==> src/rtl/led_bcd_buffer.sv <==
// Binary-to-BCD display buffer: accepts a value over valid/ready, converts it with a
// serial double-dabble engine, applies leading-zero blanking and holds 8 digit codes.
module led_bcd_buffer #(
  parameter int         BIN_W      = 27,
  parameter logic [4:0] CODE_BLANK = 5'h1E,
  parameter logic [4:0] CODE_ERR   = 5'h0E
) (
  input  logic             clk,
  input  logic             rst_n,
  input  logic             in_valid,
  output logic             in_ready,
  input  logic [BIN_W-1:0] in_data,
  input  logic             blank_lz,
  output logic             busy,
  output logic             done,
  output logic             ovf,
  output logic [39:0]      dig_codes,
  input  logic [2:0]       rd_sel,
  output logic [4:0]       rd_code
);

  typedef enum logic [1:0] {
    IDLE = 2'd0,
    CONV = 2'd1,
    LOAD = 2'd2
  } state_t;

  localparam logic [31:0] MAX_VAL = 32'd99_999_999;
  localparam logic [4:0]  LAST    = 5'(BIN_W - 1);

  state_t           state;
  logic [BIN_W-1:0] bin;
  logic [31:0]      bcd;
  logic [31:0]      bcd_adj;
  logic [31:0]      in_wide;
  logic [4:0]       cnt;
  logic             blank;
  logic             ovf_pend;
  logic [39:0]      codes_next;

  // Add 3 to every nibble that is 5 or more, so the following shift carries correctly.
  function automatic logic [31:0] dabble_adj(input logic [31:0] v);
    logic [31:0] r;
    logic [3:0]  nib;
    r = 32'd0;
    for (int i = 0; i < 8; i++) begin
      nib = v[4*i +: 4];
      if (nib >= 4'd5) begin
        r[4*i +: 4] = nib + 4'd3;
      end else begin
        r[4*i +: 4] = nib;
      end
    end
    return r;
  endfunction

  assign bcd_adj = dabble_adj(bcd);
  assign in_wide = 32'(in_data);

  // Digit codes for the finished conversion, with leading zeros blanked from digit 7 down.
  always_comb begin
    logic       lead;
    logic [3:0] nib;
    lead       = 1'b1;
    nib        = 4'd0;
    codes_next = {8{CODE_BLANK}};
    for (int i = 7; i >= 0; i--) begin
      nib = bcd[4*i +: 4];
      if (ovf_pend) begin
        codes_next[5*i +: 5] = CODE_ERR;
      end else if (blank && lead && (nib == 4'd0) && (i != 0)) begin
        codes_next[5*i +: 5] = CODE_BLANK;
      end else begin
        codes_next[5*i +: 5] = {1'b0, nib};
        lead = 1'b0;
      end
    end
  end

  // Control FSM, shift-add-3 datapath and registered display outputs.
  always_ff @(posedge clk) begin
    if (!rst_n) begin
      state     <= IDLE;
      bin       <= '0;
      bcd       <= 32'd0;
      cnt       <= 5'd0;
      blank     <= 1'b0;
      ovf_pend  <= 1'b0;
      in_ready  <= 1'b1;
      busy      <= 1'b0;
      done      <= 1'b0;
      ovf       <= 1'b0;
      dig_codes <= {8{CODE_BLANK}};
    end else begin
      case (state)
        IDLE: begin
          done <= 1'b0;
          if (in_valid) begin
            bin      <= in_data;
            bcd      <= 32'd0;
            cnt      <= 5'd0;
            blank    <= blank_lz;
            ovf_pend <= (in_wide > MAX_VAL);
            in_ready <= 1'b0;
            busy     <= 1'b1;
            state    <= CONV;
          end
        end
        CONV: begin
          done <= 1'b0;
          bcd  <= {bcd_adj[30:0], bin[BIN_W-1]};
          bin  <= bin << 1;
          cnt  <= cnt + 5'd1;
          if (cnt == LAST) begin
            state <= LOAD;
          end
        end
        LOAD: begin
          dig_codes <= codes_next;
          ovf       <= ovf_pend;
          done      <= 1'b1;
          in_ready  <= 1'b1;
          busy      <= 1'b0;
          state     <= IDLE;
        end
        default: begin
          done     <= 1'b0;
          in_ready <= 1'b1;
          busy     <= 1'b0;
          state    <= IDLE;
        end
      endcase
    end
  end

  // Scanner read port.
  always_comb begin
    rd_code = CODE_BLANK;
    case (rd_sel)
      3'd0:    rd_code = dig_codes[4:0];
      3'd1:    rd_code = dig_codes[9:5];
      3'd2:    rd_code = dig_codes[14:10];
      3'd3:    rd_code = dig_codes[19:15];
      3'd4:    rd_code = dig_codes[24:20];
      3'd5:    rd_code = dig_codes[29:25];
      3'd6:    rd_code = dig_codes[34:30];
      3'd7:    rd_code = dig_codes[39:35];
      default: rd_code = CODE_BLANK;
    endcase
  end

endmodule

==> config.mk <==
export PLATFORM = sky130hd
export DESIGN_NAME = led_bcd_buffer
export DESIGN_NICKNAME = d
export VERILOG_FILES = /design/src/rtl/led_bcd_buffer.sv
export SDC_FILE = /design/constraint.sdc
export NUM_CORES = 1
export LEC_CHECK = 0
export ABC_AREA = 1
export BUFFER_PORTS_ARGS = -buffer_cell sky130_fd_sc_hd__buf_2
export CORE_ASPECT_RATIO = 1.75
export CORE_MARGIN = 10
export CORE_UTILIZATION = 50
export DETAILED_ROUTE_END_ITERATION = 10
export PLACE_DENSITY_LB_ADDON = 0.25
export REMOVE_ABC_BUFFERS = 1
export SLEW_MARGIN = 20
export SYNTH_ARGS = -nofsm -noshare
export SYNTH_HDL_FRONTEND = slang
export SYNTH_SLANG_ARGS = --single-unit
==> constraint.sdc <==
create_clock -name clk -period 3.8 [get_ports clk]
set_input_delay 0.38 -clock clk [delete_from_list [all_inputs] [get_ports clk]]
set_output_delay 0.38 -clock clk [all_outputs]
set_load 0.01 [all_outputs]
## Word level (Yosys, flattened, before mapping)

Index checks and enable logic that the tools add are counted.

| cells by class | value |
|---|---|
| muxes and demuxes | 50 |
| shifts and indexed selects | 0 |
| eq/ne operators | 12 |
| bitwise gates (word level) | 1 |
| reduce and logical (&&, ||, !) cells | 27 |
| $add $sub $neg | 9 |
| multiply operators | 0 |
| div/mod/pow operators | 0 |
| order comparisons | 9 |

Operators with widths:

| cell | count |
|---|---|
| 5-bit two-way mux | 15 |
| 32-bit case mux with 2 select lines | 1 |
| 27-bit case mux with 2 select lines | 1 |
| 5-bit case mux with 8 select lines | 1 |
| 4-bit by 3-bit >= comparator with 1-bit output, second input constant | 8 |
| 32-bit two-way mux | 1 |
| 4-bit two-way mux | 8 |
| 4-bit by 2-bit adder with 4-bit output, second input constant | 7 |
| 4-bit zero test | 7 |
| 27-bit > comparator, second input constant | 1 |
| 27-bit two-way mux | 1 |
| 1-bit two-way mux | 15 |
| 1-bit logical AND | 13 |
| 3-bit equality test, second input constant | 4 |
| 5-bit case mux with 2 select lines | 1 |
| 2-bit AND reduction | 4 |
| 3-bit by 2-bit equality test with 1-bit output, second input constant | 2 |
| 5-bit by 1-bit adder with 5-bit output, second input constant | 1 |
| 5-bit equality test, second input constant | 1 |
| 2-bit two-way mux | 2 |
| 2-bit != test, second input constant | 2 |
| 1-bit case mux with 2 select lines | 2 |
| 2-bit case mux with 2 select lines | 1 |
| 3-bit by 2-bit adder with 3-bit output, second input constant | 1 |
| other kinds (8) | 8 |

| storage, ports and cells | value |
|---|---|
| logic and storage cells | 119 |
| bits in latches | 0 |
| output and inout port bits | 49 |
| bits in writable memories | 0 |
| flip-flop bits (word level) | 112 |
| memories | 0 |
| input bits | 34 |
| memory bits (read-only) | 0 |

## Logic depth before layout (Yosys ltp)

Gate-level depths: netlist of the first run.

| logic depth | value |
|---|---|
| word-level depth | 28 |
| mapped depth | 14 |
| mapped depth without buffers | 14 |

## Worst setup path before layout of the first run

Ideal clock, no wire load.

| timing path | value |
|---|---|
| path type | input -> output |
| start | in rd_sel[0] |
| end | out rd_code[0] |
| cell stages on the path | 6 |
| buffers on the path | 1 |
| path slack | 2.134 ns |
| required time | 3.420 ns |
| data arrival time | 1.286 ns |
| cells stage by stage | clkbuf_1 > inv_1 > nand3_1 > o22ai_1 > a31oi_1 > o211ai_1 |

| on the way | value |
|---|---|
| word-level cells in the longest chain between the ends | 2 |
| elaborated cells between the ends (all ways) | 9 |
| classes of those cells | eq/ne (7); mux (1); reduce/logical (1) |

Ends and longest elaborated chain:

| what | RTL line | RTL |
|---|---|---|
| from (decl) | 18 | `input logic [2:0] rd_sel,` |
| 3-bit equality test (tied with other cells) | 139 | `case (rd_sel)` |
| 5-bit case mux with 8 select lines (*) | 139 |  |
| to (decl) | 19 | `output logic [4:0] rd_code` |

Mark *: on every way between the ends. The rest lies on a longest branch, timed or not.

## Worst setup path in the final report of the first run

| timing path | value |
|---|---|
| start | in rd_sel[0] |
| end | out rd_code[2] |

The elaborated chain is that of the path after synthesis.

==> key figures, run 1 <==
Layout
  – Layout Cells excl Fill: ~940
  – Area growth syn-to-layout: 15.4%
  – Share of cells above drive strength 1: 0.156
  – Final Cell Area: around 6200 µm²
  – Register area: approximately 2200 µm²
  – Nets: 860
  – Area of the multi-input gates: about 2700 µm²
  – Diode count: 0
  – # fillers: approximately 1000

Setup path
  – Worst path arrival time: between 1500 and 2000 ps
  – Required time of the critical path: 3420 ps
  – CP Launch Type: input pin
  – CP endpoint kind: output port
  – WS Path Type: in -> out
  – Worst-path fanout max: 9
  – Crit-path cells: buf_2 -> inv_1 -> nand3_1 -> o22ai_1 -> nor2_1 -> nand3_1 -> buf_2
  – CP max stage delay: between 200 and 300 ps
  – Crit-path slowest cell: nand3_1

Clock tree
  – Clock transition at path regs: approximately 70 ps
  – Worst-Skew Late Latency: approximately 350 ps
  – Hold_buf cts: 0
  – Setup bufs post-CTS: 0
  – H-tree depth: 3
  – Worst-case clock buffer depth: 2
  – Num Clock Sinks: about 110
  – CTS Root Cell: clkbuf_16
  – Resized cells post-CTS: 0
  – CTS tree: built
  – CTS Buf Count: 9

Global route
  – First-pass GRT wire length: ~24000 µm
  – GRT Residual Overflow: 0
  – Initial antenna violation count: 0
  – Vias in the first global route: approximately 5200
  – GRT Total Usage: 0.184
  – Largest net degree at the start of global routing: between 40 and 50

Run status
  – Outcome: finished clean

Routing
  – Pre-antenna DRT Iters: 5
  – DRC: 0
  – Avg WL per Cell: between 15 and 20 µm
  – Post-DRT Antenna Nets: 0
  – DRT Wirelength: 14600 µm
  – DRT iter0 DRCs: about 370
  – Vias per inst: around 5.7
  – Via count: about 5300

Yosys
  – Ys async rst share: 0
  – Area of the mapped netlist: 5410 µm²
  – Yosys warning count: 0
  – Post-synth EDFFs: 0
  – FF+latch count, synth: between 100 and 150
  – Syn Area/Cell: 7.36 µm²
  – Sequential element share of the synthesized area: 0.415
  – Syn Inst Count: between 700 and 800
  – Top_reg_cell synth: dfxtp_1
  – Yosys cell types: 41

Placed design
  – Post-Place Cells: between 900 and 1000
  – DP Area: 5920 µm²
  – Global placement routability congestion: 0.964
  – DPL Wire Length: roughly 11000 µm
  – Dpl ws: 1830 ps
  – Port Buffers: between 80 and 90

Pwr
  – Tot Pwr: around 2.5 mW
  – PwrDens: roughly 400 nW/µm²
  – Clock share of power: 0.408
  – Logic gate share of total power: 0.100
  – Pint: approximately 1.9 mW
  – Reg power frac: 0.492
  – Switching pwr: 613 µW
  – Switching share of power: 0.246
  – Maximum VDD drop: ~0.28 mV
  – Leak: 2.60 nW

Timing
  – Slew Limit Headroom: 0.558
  – Setup TNS: 0 ps
  – Post-route setup slack: about 1800 ps
  – Slew Limit Fails: 0
  – Unrepaired setup endpoints after global routing: no
  – Final hold vios: 0
  – Worst Skew: around 7.8 ps
  – Final period util: 0.515
  – Slew @ Worst Pin: between 600 and 700 ps
  – Highest Clock Rate: around 510 MHz
  – Final Setup Violations: 0
  – Min cycle time layout: a little under 2000 ps

Floorplan
  – Die Wd: 98.6 µm
  – Chip height: about 160 µm
  – Core area: 10600 µm²
  – # IOs: 83
  – Starting Density: 0.508
  – Row count: 50
  – Total Die Area: roughly 16000 µm²

Run
  – Max-cap check violation count: 0

Hold path
  – Path type of the worst min-delay path: in -> reg
==> Yosys cell counts, drive strengths merged (2+ instances only) <==
cell type | count | area share
nor2 | 41 | 0.030
nand4 | 8 | 0.0093
or2 | 2 | 0.0023
a21oi | 78 | 0.072
clkbuf | 28 | 0.019
a221oi | 4 | 0.0065
clkinv | 2 | 0.0014
nand2 | 157 | 0.11
ha | 24 | 0.056
a31oi | 19 | 0.022
buf | 6 | 0.0062
o211ai | 15 | 0.021
o21ai | 46 | 0.043
o22ai | 30 | 0.035
a22oi | 8 | 0.011
dfxtp | 112 | 0.41
o221ai | 3 | 0.0049
nand3 | 35 | 0.033
nor3 | 10 | 0.010
inv | 93 | 0.065
o311ai | 3 | 0.0049
xor2 | 2 | 0.0032
o21bai | 2 | 0.0049
==> sequential cells by signal (all words and copies together) (netlist names) <==
register and count:
bcd 32, bin 27, blank 1, busy 1, cnt 5, dig_codes 40, done 1, in_ready 1
ovf 1, ovf_pend 1, state 2
==> power by group through the flow <==
| stage | sequential, mW | combinational [mW] | clock (mW) |
|---|---|---|---|
| finish | 1.23 | 0.248 | 1.02 |
| global route | 1.23 | 0.279 | 1.08 |
| CTS | 1.23 | 0.248 | 1.03 |
| detailed placement | 1.25 | 0.248 | 0 |
| global placement | 1.25 | 0.243 | 0 |
| floorplan | 1.25 | 0.151 | 0 |
==> per-layer routing <==
metal  track usage  wire [µm]  share of wire  vias up
met1         0.193       5770           0.39     2479
li1              -          -              -     2631
met3        0.0493        892          0.061       39
met5             0          0              0        -
met2         0.329       7390           0.51      181
met4        0.0918        543          0.037        0
==> path summary, 6_finish.rpt <==
check,start,depth (start not counted),slack [ps],to
max,rd_sel[0],7,1840,rd_code[2]
max reg2reg,bcd[24],13,1860,dig_codes[5]
min reg2reg,bin[0],2,460,bin[0]
min,in_data[0],3,290,bin[0]
==> cell usage in the layout, fill, tap and decap left out, types with 5 or more instances in the layout <==
master	synthesis	layout
nand2_1	153	153
dfxtp_1	112	112
inv_1	89	88
buf_2	3	82
a21oi_1	78	78
o21ai_0	41	41
nor2_1	37	35
nand3_1	34	34
o22ai_1	30	30
ha_1	24	24
a31oi_1	19	19
o211ai_1	15	15
nor3_1	9	9
clkbuf_16	0	9
nand4_1	8	8
a22oi_1	8	8
buf_4	0	8
inv_2	4	5
==> metrics by stage <==
stage | util | hold WS (ps)
after floorplan | - | 441
after global placement | 0.556 | 453
after detailed placement | 0.556 | 457
after CTS | 0.587 | 282
after global routing | 0.587 | 306
final | 0.587 | 291
==> area by class of cell <==
cell class | count | share of cell area
inverters | 95 | 0.0571
clock buffers | 11 | 0.0389
well taps | 130 | 0.0261
repair buffers | 90 | 0.0754
flip-flops and latches | 112 | 0.359
multi-input cells | 494 | 0.430
clock inverters | 5 | 0.0128
==> critical path: cells and delay by family <==
family                 cells  cell delay (ps)
buffers and inverters      3              480
and+or+nand+nor            3              600
AOI/OAI and AO/OA          1              110
==> logic make-up (layout without fill, tap and decap cells) <==
logic type | Yosys count | in the layout | share of synthesized area
buffers and inverters | 129 | 201 | 0.0916
xor gates and xnor gates | 3 | 3 | 0.00486
AOI/OAI and AO/OA | 213 | 213 | 0.233
adders and majority gates | 24 | 24 | 0.0555
DFF | 112 | 112 | 0.415
and+or+nand+nor | 254 | 254 | 0.200
Power figures use the tool's default switching activity.
==> inputs of run 2 (changes only) <==
- clock period: 3.8 -> 1.93 ns (I/O delays scaled with it)
==> run 2 against run 1 <==
  * Non-clock buffer count increased by 13
  * Core utilization up 1.5 points
  * Clock-buffer cell count is the same
  * Via count about the same
  * Setup slack got worse by 1700 ps
  * Routed wire length rose by 1.6%
  * First-iteration DRC count increased by 8.2%
  * Sequential share of layout area decreased by 0.79 points
  * Final cell count up 1.4%
  * Critical path type is now reg -> reg
  * Largest cell class unchanged
==> key figures, run 2 (same netlist as run 1, synthesis figures left out) <==
Clock tree
  – Num Clock Sinks: around 110
  – Worst-case clock buffer depth: 2
  – Clock transition at path regs: approximately 80 ps
  – CTS tree: built
  – Hold_buf cts: 0
  – CTS Buf Count: 9
  – Worst-Skew Late Latency: 360 ps
  – CTS Root Cell: clkbuf_16
  – H-tree depth: 3

Setup path
  – Worst path arrival time: between 2000 and 2500 ps
  – Launch point of the worst path: bcd[24]
  – Reg2reg end: dig_codes[5]
  – Reg2Reg Launch Point: bcd[24]
  – CP Launch Type: register
  – Worst r2r path cells: 13
  – Worst-path fanout max: 5
  – CP endpoint kind: register
  – Setup crit end: dig_codes[5]
  – Required time of the critical path: 2150 ps
  – R2R Setup Slk: 100 ps
  – WS Path Type: reg -> reg

Timing
  – Slew Limit Headroom: 0.538
  – Post-route setup slack: 97.8 ps
  – Highest Clock Rate: ~550 MHz
  – Worst Skew: 10.7 ps
  – Final period util: 0.949
  – Final hold vios: 0
  – Min cycle time layout: about 1800 ps
  – Slew @ Worst Pin: 693 ps
  – Slew Limit Fails: 0
  – Final Setup Violations: 0

Placed design
  – DPL Wire Length: 11100 µm
  – Global placement routability congestion: about 0.92
  – Port Buffers: a little over 80
  – Dpl ws: approximately 80 ps

Floorplan
  – Die Wd: between 90 and 100 µm
  – Row count: 50
  – Core area: between 10000 and 15000 µm²
  – Starting Density: 0.508
  – # IOs: 83
  – Total Die Area: 15500 µm²
  – Chip height: 158 µm

Layout
  – Largest registers: dig_codes x40, bcd x32, bin x27
  – # fillers: approximately 1000
  – Nets: slightly below 900
  – Area growth syn-to-layout: 18.3%
  – Max reg flops: 40
  – Diode count: 0
  – Reg with most FFs: dig_codes
  – Most frequent cells in the layout: 152 x nand2_1, 110 x dfxtp_1, 85 x inv_1, 82 x buf_2, 78 x a21oi_1
  – Share of cells above drive strength 1: 0.180
  – Most common cell after layout, fill and taps aside: nand2_1

Hold path
  – Path type of the worst min-delay path: in -> reg

Routing
  – Avg WL per Cell: 15.6 µm
  – DRT Wirelength: between 10000 and 15000 µm
  – DRC: 0
  – DRT iter0 DRCs: 398
  – Post-DRT Antenna Nets: 0
  – Pre-antenna DRT Iters: 5
  – Via count: around 5300
  – Vias per inst: around 5.6

Pwr
  – Leak: roughly 2.7 nW
  – Maximum VDD drop: around 0.49 mV
  – PwrDens: 763 nW/µm²
  – Tot Pwr: roughly 4.9 mW

Global route
  – GRT Total Usage: 0.189
  – Initial antenna violation count: 0
  – GRT Residual Overflow: 0
  – Largest net degree at the start of global routing: 45
  – First-pass GRT wire length: around 25000 µm
  – Vias in the first global route: about 5300

Run status
  – Outcome: finished clean

Run
  – Max-cap check violation count: 0
-- run 2: cell types whose count changed in the layout (fill, tap and decap cells not counted), sizes merged --
| cell | change |
|---|---|
| buf | +13 |
| bufinv | -1 |
| inv | +1 |
| clkinv | +1 |
| clkinvlp | -1 |
-- run 2: final cells by class --
type	instances	area [µm²]	share of cell area
repair buffers	103	593	0.0927
clock buffers	11	253	0.0395
clock inverters	5	63.8	0.00998
flip-flops and latches	112	2250	0.351
well taps	130	163	0.0254
multi-input cells	494	2720	0.425
inverters	95	359	0.0562
-- run 2: worst min path at each step --
| stage | start | slack (ps) | cells past startpoint | to |
|---|---|---|---|---|
| after floorplan | rst_n | 260 | 1 | dig_codes[36] |
| after global placement | bin[0] | 450 | 2 | bin[0] |
| after detailed placement | in_ready | 450 | 2 | in_ready |
| after CTS | in_data[0] | 100 | 3 | bin[0] |
| after global routing | in_data[22] | 130 | 3 | bin[22] |
| final | in_data[0] | 100 | 3 | bin[0] |
-- run 2: metrics by stage --
step | utilization | instances | TNS (ps) | hold slack, ps | area [µm²]
global placement | 0.564 | 929 | 0 | 453 | 6000
finish | 0.601 | 950 | 0 | 102 | 6390
global route | 0.601 | 950 | -11.3 | 129 | 6390
floorplan | - | 701 | -111130 | 262 | 5270
detailed placement | 0.564 | 929 | 0 | 450 | 6000
CTS | 0.594 | 945 | 0 | 95.1 | 6320
-- run 2: timing repair --
action | in CTS | in global routing
resized for setup | 0 | 13
setup endpoints to repair | 0 | 8
buffers inserted | 0 | 5
-- run 2: power breakdown --
group          leakage [nW]  total [mW]  switching [mW]  internal, mW
registers             0.911        2.41          0.0376          2.37
clock network         0.152        1.94           0.855          1.09
logic                  1.61       0.533           0.353         0.181
-- run 2: layer usage --
layer / global-route usage / up-vias / part of all wire
li1: - / 2656 / -
met1: 0.206 / 2444 / 0.40
met2: 0.337 / 190 / 0.51
met3: 0.0336 / 41 / 0.052
met4: 0.103 / 0 / 0.039
met5: 0 / - / 0
-- run 2: critical path, cell delays in order, from the launching register on --
cell and delay [ps]:
dfxtp_4 360, inv_4 60, ha_2 150, nand2_1 40, inv_1 60, nand2_2 80
o21ai_4 210, nand3_4 120, o21bai_4 210, nand2_4 80, nand2_4 110, nand2_4 60
nand2_1 70, a21oi_1 50
==> inputs of run 3 (changes only) <==
- RECOVER_POWER: default -> 100
==> run 3 against run 2 <==
  * Sequential power about the same
  * First-iteration DRC count is 9.3% lower
  * Final cell count stayed put
==> key figures, run 3 (same netlist as run 1, synthesis figures left out) <==
Timing
  – Final hold vios: 0
  – Highest Clock Rate: about 550 MHz
  – Final Setup Violations: 0
  – Slew Limit Headroom: 0.537
  – Final period util: 0.947
  – Min cycle time layout: between 1500 and 2000 ps
  – Slew @ Worst Pin: ~690 ps
  – Slew Limit Fails: 0
  – Worst Skew: between 8 and 9 ps

Layout
  – Register area: between 2000 and 2500 µm²
  – Nets: around 870
  – # fillers: roughly 1000
  – Most common cell after layout, fill and taps aside: nand2_1
  – Largest registers: dig_codes x40, bcd x32, bin x27
  – Diode count: 0
  – Max reg flops: 40
  – Most frequent cells in the layout: 152 x nand2_1, 110 x dfxtp_1, 85 x inv_1, 78 x a21oi_1, 44 x clkbuf_1
  – Area of the multi-input gates: approximately 2700 µm²
  – Area growth syn-to-layout: 17.1%
  – Share of cells above drive strength 1: 0.124
  – Reg with most FFs: dig_codes
  – Layout Cells excl Fill: 950

Pwr
  – Pint: 3.63 mW
  – Leak: roughly 2.6 nW
  – Switching share of power: 0.255
  – Tot Pwr: between 4 and 5 mW
  – Maximum VDD drop: between 0.4 and 0.5 mV
  – Reg power frac: 0.493
  – Clock share of power: 0.398
  – Logic gate share of total power: 0.109
  – PwrDens: just under 800 nW/µm²
  – Switching pwr: roughly 1.2 mW

Clock tree
  – CTS Root Cell: clkbuf_16
  – Num Clock Sinks: approximately 110
  – CTS tree: built
  – Clock transition at path regs: about 80 ps
  – Worst-case clock buffer depth: 2
  – CTS Buf Count: 9
  – Worst-Skew Late Latency: between 300 and 400 ps
  – H-tree depth: 3

Floorplan
  – Die Wd: 98.6 µm
  – Row count: 50
  – # IOs: 83
  – Starting Density: 0.508
  – Chip height: about 160 µm
  – Core area: about 11000 µm²
  – Total Die Area: around 16000 µm²

Routing
  – DRT iter0 DRCs: roughly 360
  – Avg WL per Cell: 15.6 µm
  – Post-DRT Antenna Nets: 0
  – DRT Wirelength: 14800 µm
  – DRC: 0
  – Vias per inst: approximately 5.6
  – Via count: between 5000 and 6000
  – Pre-antenna DRT Iters: 5

Run
  – Max-cap check violation count: 0

Placed design
  – Post-Place Cells: slightly above 900
  – Global placement routability congestion: just over 0.9
  – Port Buffers: just over 80
  – DPL Wire Length: approximately 11000 µm

Setup path
  – Worst-path fanout max: 5
  – WS Path Type: reg -> reg
  – Worst path arrival time: 2050 ps
  – CP endpoint kind: register
  – Required time of the critical path: about 2200 ps
  – CP Launch Type: register

Global route
  – First-pass GRT wire length: 24700 µm
  – Initial antenna violation count: 0
  – Vias in the first global route: between 5000 and 6000
  – GRT Total Usage: 0.189
  – GRT Residual Overflow: 0
  – Largest net degree at the start of global routing: 45

Run status
  – Outcome: finished clean

Hold path
  – Path type of the worst min-delay path: in -> reg
[run 3: cell count changes in the layout (fill, tap and decap cells not counted)]
| cell | before | now |
|---|---|---|
| buf_2 | 82 | 38 |
| clkbuf_1 | 0 | 44 |
| nor2_1 | 35 | 37 |
| nor2_2 | 4 | 2 |
[run 3: layout make-up]
| cell class | instances | area share |
|---|---|---|
| sequential | 112 | 0.355 |
| clock buffer | 11 | 0.0399 |
| clock inverter | 5 | 0.0101 |
| inverter | 95 | 0.0567 |
| timing repair buffer | 103 | 0.0849 |
| tap | 130 | 0.0257 |
| multi-input combinational | 494 | 0.428 |
[run 3: final timing paths]
kind	to	from	cells after the start	slack (ps)
worst max-delay path	dig_codes[5]	bcd[24]	13	100
worst min-delay path	bin[0]	in_data[0]	3	100
worst max register to register	dig_codes[5]	bcd[24]	13	100
worst min register to register	in_ready	in_ready	2	460
[run 3: stage by stage]
stage	hold slack (ps)	util	setup slack, ps	area, µm²	setup TNS (ps)
6_report	102	0.596	101	6330	0
3_3_place_gp	453	0.564	144	6000	0
4_1_cts	95.1	0.594	32.7	6320	0
3_5_place_dp	450	0.564	80.2	6000	0
5_1_grt	129	0.596	-8.80	6330	-11.3
2_1_floorplan	262	-	-1880	5270	-111130
[run 3: metal layers]
layer / wire (µm) / global-route usage
met1: 6000 / 0.206
met2: 7460 / 0.337
met3: 751 / 0.0336
met4: 636 / 0.103
met5: 0 / 0
[run 3: power groups by stage]
stage	logic (mW)	clock network (mW)	registers [mW]
6_report	0.532	1.94	2.40
5_1_grt	0.592	2.07	2.41
4_1_cts	0.525	1.97	2.41
3_5_place_dp	0.522	0	2.46
3_3_place_gp	0.509	0	2.46
2_1_floorplan	0.297	0	2.45
[run 3: what timing repair did]
item / in CTS / in global routing
setup buffers: 0 / 5
endpoints found under the setup margin: 0 / 8
hold buffers: 0 / 0
resized for setup: 0 / 13
hold endpoints to repair: 0 / 0
[run 3: worst max-delay path, stage by stage, from the launching register on]
cell and delay, ps:
dfxtp_4 360, inv_4 60, ha_2 150, nand2_1 40
inv_1 60, nand2_2 80, o21ai_4 210, nand3_4 120
o21bai_4 210, nand2_4 80, nand2_4 110, nand2_4 60
nand2_1 70, a21oi_1 50
